<file path="config.mk">
export PLATFORM = sky130hd
export DESIGN_NAME = serial_frame_transmitter
export DESIGN_NICKNAME = d
export VERILOG_FILES = /design/src/rtl/nn_serial_pkg.sv /design/src/rtl/serial_phase_counter.sv /design/src/rtl/serial_frame_transmitter.sv
export SDC_FILE = /design/constraint.sdc
export NUM_CORES = 1
export LEC_CHECK = 0
export BUFFER_PORTS_ARGS = -buffer_cell sky130_fd_sc_hd__buf_2
export CORE_UTILIZATION = 30
export DETAILED_ROUTE_END_ITERATION = 12
export PLACE_DENSITY_LB_ADDON = 0.05
export SYNTH_ARGS = -nofsm -noshare
export SYNTH_HDL_FRONTEND = slang
export SYNTH_SLANG_ARGS = --single-unit
</file>
<file path="constraint.sdc">
create_clock -name clock -period 4.75 [get_ports clock]
set_input_delay 1.1875 -clock clock [delete_from_list [all_inputs] [get_ports clock]]
set_output_delay 1.1875 -clock clock [all_outputs]
set_load 0.01 [all_outputs]
</file>
<file path="src/rtl/nn_serial_pkg.sv">
// Shared definitions for the binarized-input serial link (transmitter and receiver side).
package nn_serial_pkg;

    localparam int NUM_INPUTS = 784;

    typedef enum logic [2:0] {
        IDLE,
        RST,
        LOW,
        HIGH,
        DONE
    } tx_state_t;

    // A modulo-1 counter still needs one physical bit.
    function automatic int cnt_width(input int modulus);
        return (modulus > 1) ? $clog2(modulus) : 1;
    endfunction

endpackage

</file>
<file path="src/rtl/serial_phase_counter.sv">
// Modulo-MODULUS cycle counter with synchronous clear; terminal marks the last cycle of a period.
module serial_phase_counter
    import nn_serial_pkg::*;
#(
    parameter int MODULUS = 4
) (
    input  logic clock,
    input  logic resetN,
    input  logic clear,
    output logic terminal
);

    localparam int W = cnt_width(MODULUS);
    localparam logic [W-1:0] LAST = W'(MODULUS - 1);

    logic [W-1:0] count;

    assign terminal = (count == LAST);

    always_ff @(posedge clock or negedge resetN) begin
        if (!resetN) begin
            count <= '0;
        end else if (clear || terminal) begin
            count <= '0;
        end else begin
            count <= count + 1'b1;
        end
    end

endmodule

</file>
<file path="src/rtl/serial_frame_transmitter.sv">
// Captures a binarized frame and shifts it MSB-first over the serialClock/serialData/serialReset link.
module serial_frame_transmitter
    import nn_serial_pkg::*;
#(
    parameter int numInputs = NUM_INPUTS,
    parameter int clkDiv    = 4,
    parameter int rstCycles = 2
) (
    input  logic                 clock,
    input  logic                 resetN,
    input  logic [numInputs-1:0] frameIn,
    input  logic                 start,
    output logic                 ready,
    output logic                 done,
    output logic                 serialClock,
    output logic                 serialData,
    output logic                 serialReset
);

    localparam int BIT_W = $clog2(numInputs + 1);
    localparam logic [BIT_W-1:0] LAST_BIT = BIT_W'(numInputs - 1);

    tx_state_t state, next_state;

    logic [numInputs-1:0] shift_reg, shift_next;
    logic [BIT_W-1:0]     bit_cnt, bit_next;
    logic                 accept, phase_tc, rst_tc, bit_end;
    logic                 ready_next, done_next, sclk_next, sdata_next, sreset_next;

    assign accept  = start && ready;
    assign bit_end = (state == HIGH) && phase_tc;

    serial_phase_counter #(.MODULUS(clkDiv)) phase_counter (
        .clock   (clock),
        .resetN  (resetN),
        .clear   ((state != LOW) && (state != HIGH)),
        .terminal(phase_tc)
    );

    serial_phase_counter #(.MODULUS(rstCycles)) reset_counter (
        .clock   (clock),
        .resetN  (resetN),
        .clear   (state != RST),
        .terminal(rst_tc)
    );

    always_ff @(posedge clock or negedge resetN) begin
        if (!resetN) begin
            state <= IDLE;
        end else begin
            state <= next_state;
        end
    end

    always_comb begin
        next_state = state;
        case (state)
            IDLE:    if (accept)   next_state = RST;
            RST:     if (rst_tc)   next_state = LOW;
            LOW:     if (phase_tc) next_state = HIGH;
            HIGH:    if (phase_tc) next_state = (bit_cnt == LAST_BIT) ? DONE : LOW;
            DONE:    next_state = IDLE;
            default: next_state = IDLE;
        endcase
    end

    always_comb begin
        shift_next = shift_reg;
        bit_next   = bit_cnt;
        if (accept) begin
            shift_next = frameIn;
            bit_next   = '0;
        end else if (bit_end) begin
            shift_next = {shift_reg[numInputs-2:0], 1'b0};
            bit_next   = bit_cnt + 1'b1;
        end
    end

    // Link outputs are decoded from the next state and then registered, so every wire is glitch-free.
    always_comb begin
        ready_next  = (next_state == IDLE);
        done_next   = (next_state == DONE);
        sclk_next   = (next_state == HIGH);
        sreset_next = (next_state == RST);
        sdata_next  = 1'b0;
        case (next_state)
            LOW:     sdata_next = shift_next[numInputs-1];
            HIGH:    sdata_next = serialData;
            default: sdata_next = 1'b0;
        endcase
    end

    always_ff @(posedge clock or negedge resetN) begin
        if (!resetN) begin
            shift_reg <= '0;
            bit_cnt   <= '0;
        end else begin
            shift_reg <= shift_next;
            bit_cnt   <= bit_next;
        end
    end

    always_ff @(posedge clock or negedge resetN) begin
        if (!resetN) begin
            ready       <= 1'b1;
            done        <= 1'b0;
            serialClock <= 1'b0;
            serialData  <= 1'b0;
            serialReset <= 1'b0;
        end else begin
            ready       <= ready_next;
            done        <= done_next;
            serialClock <= sclk_next;
            serialData  <= sdata_next;
            serialReset <= sreset_next;
        end
    end

endmodule

</file>
==> results by group <==
Yosys
  • Register bit count reported by yosys: approximately 810
  • Sequential fraction of the synthesis area: a little under three fifths
  • Post-synth cell types: 34
  • Cells after synthesis: roughly 4,400
  • Top-area cell type share of the netlist area: 56.11%
  • Post-synth EDFFs: 0
  • Largest cells by area after synthesis: dfrtp_1 56%, nand2_1 16%, a31oi_1 14%
  • Syn avg cell area: slightly above 8 um2
  • Mapped Nets: 5,147
  • Ys async rst share: 100.0%
  • Most area-hungry cell type in the Yosys netlist: dfrtp_1
  • Synth warnings: 0
  • Most used flip-flop cell after synthesis: dfrtp_1
  • Post-synthesis instance area: 0.03586 mm2

Setup path
  • Arr. time, crit path: between 1 and 1.5 ns
  • Critical path peak fanout: 3
  • Worst Path Required: approximately 3.6 ns
  • Worst reg2reg path startpoint: phase_counter.count[0]
  • Max stage delay cell, worst path: dfstp_2
  • Worst setup path startpoint: ready
  • Largest delay share family, worst path: flip-flops
  • CP endpoint kind: output port
  • WP buf/inv: 1
  • CP Cell Sequence: buf_2
  • Critical path class: flip-flop to output port
  • Startpoint Class: flip-flop
  • Crit-path max cell delay: between 0.5 and 0.6 ns

Global routing
  • First-pass GRT wire length: 190.6 mm
  • Largest net degree at the start of global routing: between 100 and 150
  • GRT Util Overall: roughly 20%
  • Vias in the first global route: 31,920
  • Total grt overflow: 0
  • Antenna violations before repair: 140

Clock tree
  • Root Buffer: clkbuf_16
  • CTS Buffer Depth: 3
  • Reg clk slew, reported paths: 0.05 ns
  • Clock Latency Late Sink: 0.67 ns
  • CTS tree: yes
  • Sink Count: approximately 810
  • Total CTS buffers: ~100
  • Post-CTS setup buffer count: 0
  • Post-CTS sizing: 0
  • H-tree depth: 3
  • Hold_buf cts: 0

STA
  • Setup TNS: 0 ns
  • Fmax: roughly 0.39 GHz
  • Hold Fails Final Rpt: 0
  • Max Slew Vio Count: 0
  • Worst-margin pin slew: around 0.84 ns
  • Max transition margin: 44.07%
  • Final setup violation count: 0
  • RSZ-0062 raised after global routing: no
  • Clock Skews: 0.02679 ns
  • Tmin final: 2.590 ns
  • Final period util: around 55%

Placement
  • Detailed-placement wirelength estimate: approximately 83 mm
  • RD Place Congestion: just under 0.8
  • Port bufs: around 790

Min path
  • Hold path start: phase_counter.count[0]
  • Worst Hold Class: flip-flop to flip-flop

Floorplan
  • Std-Cell Core Area: about 0.12 mm2
  • Boundary pin count: 792
  • Chip height: 347.7 um
  • Chip Width: between 300 and 400 um
  • Rows: ~130
  • Die area: ~0.12 mm2
  • Initial Utilization: a little under a third

Routing
  • Vias: ~33,000
  • DR WL/cell: about 19 um
  • 1st-iter DRT viols: ~2,400
  • Routed wire length: 124.2 mm
  • Post-route ant nets: 0
  • DR DRC count: 0
  • Vias/cell: between 4 and 5
  • DRT Pass-1 Iters: 6

Finish
  • Fraction of layout cells with a size suffix above 1: between 20% and 30%
  • Nets: 5,762
  • Max reg flops: approximately 800
  • Fillcell total: around 13,000
  • Synth-to-Final Area Change: 23.84%

Power
  • Power, Total: about 28,000 uW
  • Max VDD drop: 0.0003411 V
  • Leakage: 0.02121 uW
  • Power per cell area: around 630 mW/mm2

Outcome
  • Status: completed

Job
  • Max Cap Viol: 0
layout make-up:
| type | instances | area (um2) | share of cell area (%) |
|---|---|---|---|
| tap | 1536 | 1922 | 4.328 |
| clock buffer | 152 | 2948 | 6.638 |
| multi-input combinational | 3199 | 14170 | 31.90 |
| antenna | 51 | 127.6 | 0.2874 |
| inverter | 2 | 7.507 | 0.01691 |
| clock inverter | 20 | 167.7 | 0.3776 |
| sequential | 805 | 20150 | 45.37 |
| timing repair buffer | 866 | 4920 | 11.08 |
cell usage after synthesis (3+ instances only):
| master | number |
|---|---|
| nand2_1 | 1576 |
| dfrtp_1 | 804 |
| nor2_1 | 793 |
| a31oi_1 | 782 |
| clkbuf_1 | 214 |
| buf_2 | 100 |
| buf_4 | 23 |
| buf_1 | 13 |
| xnor2_1 | 5 |
| a21oi_1 | 4 |
| nand3_1 | 4 |
| nand4_1 | 3 |
| nor3_1 | 3 |
| xor2_1 | 3 |
through the flow:
step / hold WS (ns) / std cells / utilization, % / instance area [um2] / worst slack, ns
6_report: 0.4502 / 6631 / 37.56 / 44410 / 2.160
5_1_grt: 0.4724 / 6611 / 37.51 / 44360 / 1.991
3_5_place_dp: 0.4313 / 6408 / 34.81 / 41160 / 1.751
3_3_place_gp: 0.4355 / 6408 / 34.81 / 41160 / 1.765
2_1_floorplan: 0.4150 / 4358 / - / 35860 / 2.426
4_1_cts: 0.4475 / 6580 / 37.45 / 44280 / 2.084
cells in the final DEF, fill, tap and decap left out, types with 2 or more instances in the layout:
master     netlist  layout
clkbuf_8         0      25
nor3_1           3       3
xnor2_1          5       5
bufinv_16        0       2
nor2_1         793     793
a21oi_1          4       4
clkbuf_1       214      27
and3_1           2       2
a2111oi_2        2       2
a31oi_1        782     782
o21ai_0          2       2
inv_1            2       2
o21a_1           2       2
nand3_1          4       4
nand4bb_1        2       2
ha_1             2       2
buf_4           23      44
buf_12           0      31
nand4_1          3       3
nor4_1           2       2
diode_2          0      51
clkinv_2         0      15
clkbuf_16        0     100
nand2_1       1576    1575
dfrtp_1        804     804
buf_2          100     790
or3_1            2       2
xor2_1           3       3
and2_1           2       2
logic make-up (layout without fill, tap and decap cells):
logic type | count (synthesis) | count (layout) | synth area share, %
other | 0 | 51 | 0
xor gates and xnor gates | 8 | 8 | 0.1954
AOI/OAI and AO/OA | 795 | 795 | 13.94
adders and majority gates | 2 | 2 | 0.06978
DFF | 805 | 805 | 56.18
muxes | 1 | 1 | 0.02792
buffers and inverters | 354 | 1040 | 4.337
and+or+nand+nor | 2393 | 2393 | 25.24
power breakdown:
group          total, uW  switching [uW]  internal [uW]
combinational       8300            4660           3640
clock               7400            3060           4340
sequential         12300            1850          10500
metal layers:
metal	GRT usage, %	vias up	wire length (um)
met5	0	-	774
li1	-	15800	-
met3	7.331	316	9383
met4	7.102	120	3643
met2	32.09	767	58670
met1	24.92	15630	51760
worst paths after layout:
kind | end | slack (ns) | depth (start not counted)
worst max-delay path | ready | 2.16 | 1
worst min-delay path | phase_counter.count[0] | 0.45 | 1
worst max register to register | shift_reg[423] | 2.22 | 6
worst min register to register | phase_counter.count[0] | 0.45 | 1
max in group asynchronous | shift_reg[263] | 3.04 | 3
min in group asynchronous | shift_reg[514] | 0.51 | 1
worst register-to-register path: cells and delay by family (launching register included):
kind                       cells  cell delay [ns]
DFF                            1             0.38
and+or+nand+nor                2             0.42
buffers and inverters          2             1.16
adders and majority gates      1             0.28
AOI/OAI and AO/OA              1             0.20
Power figures use the tool's default switching activity.
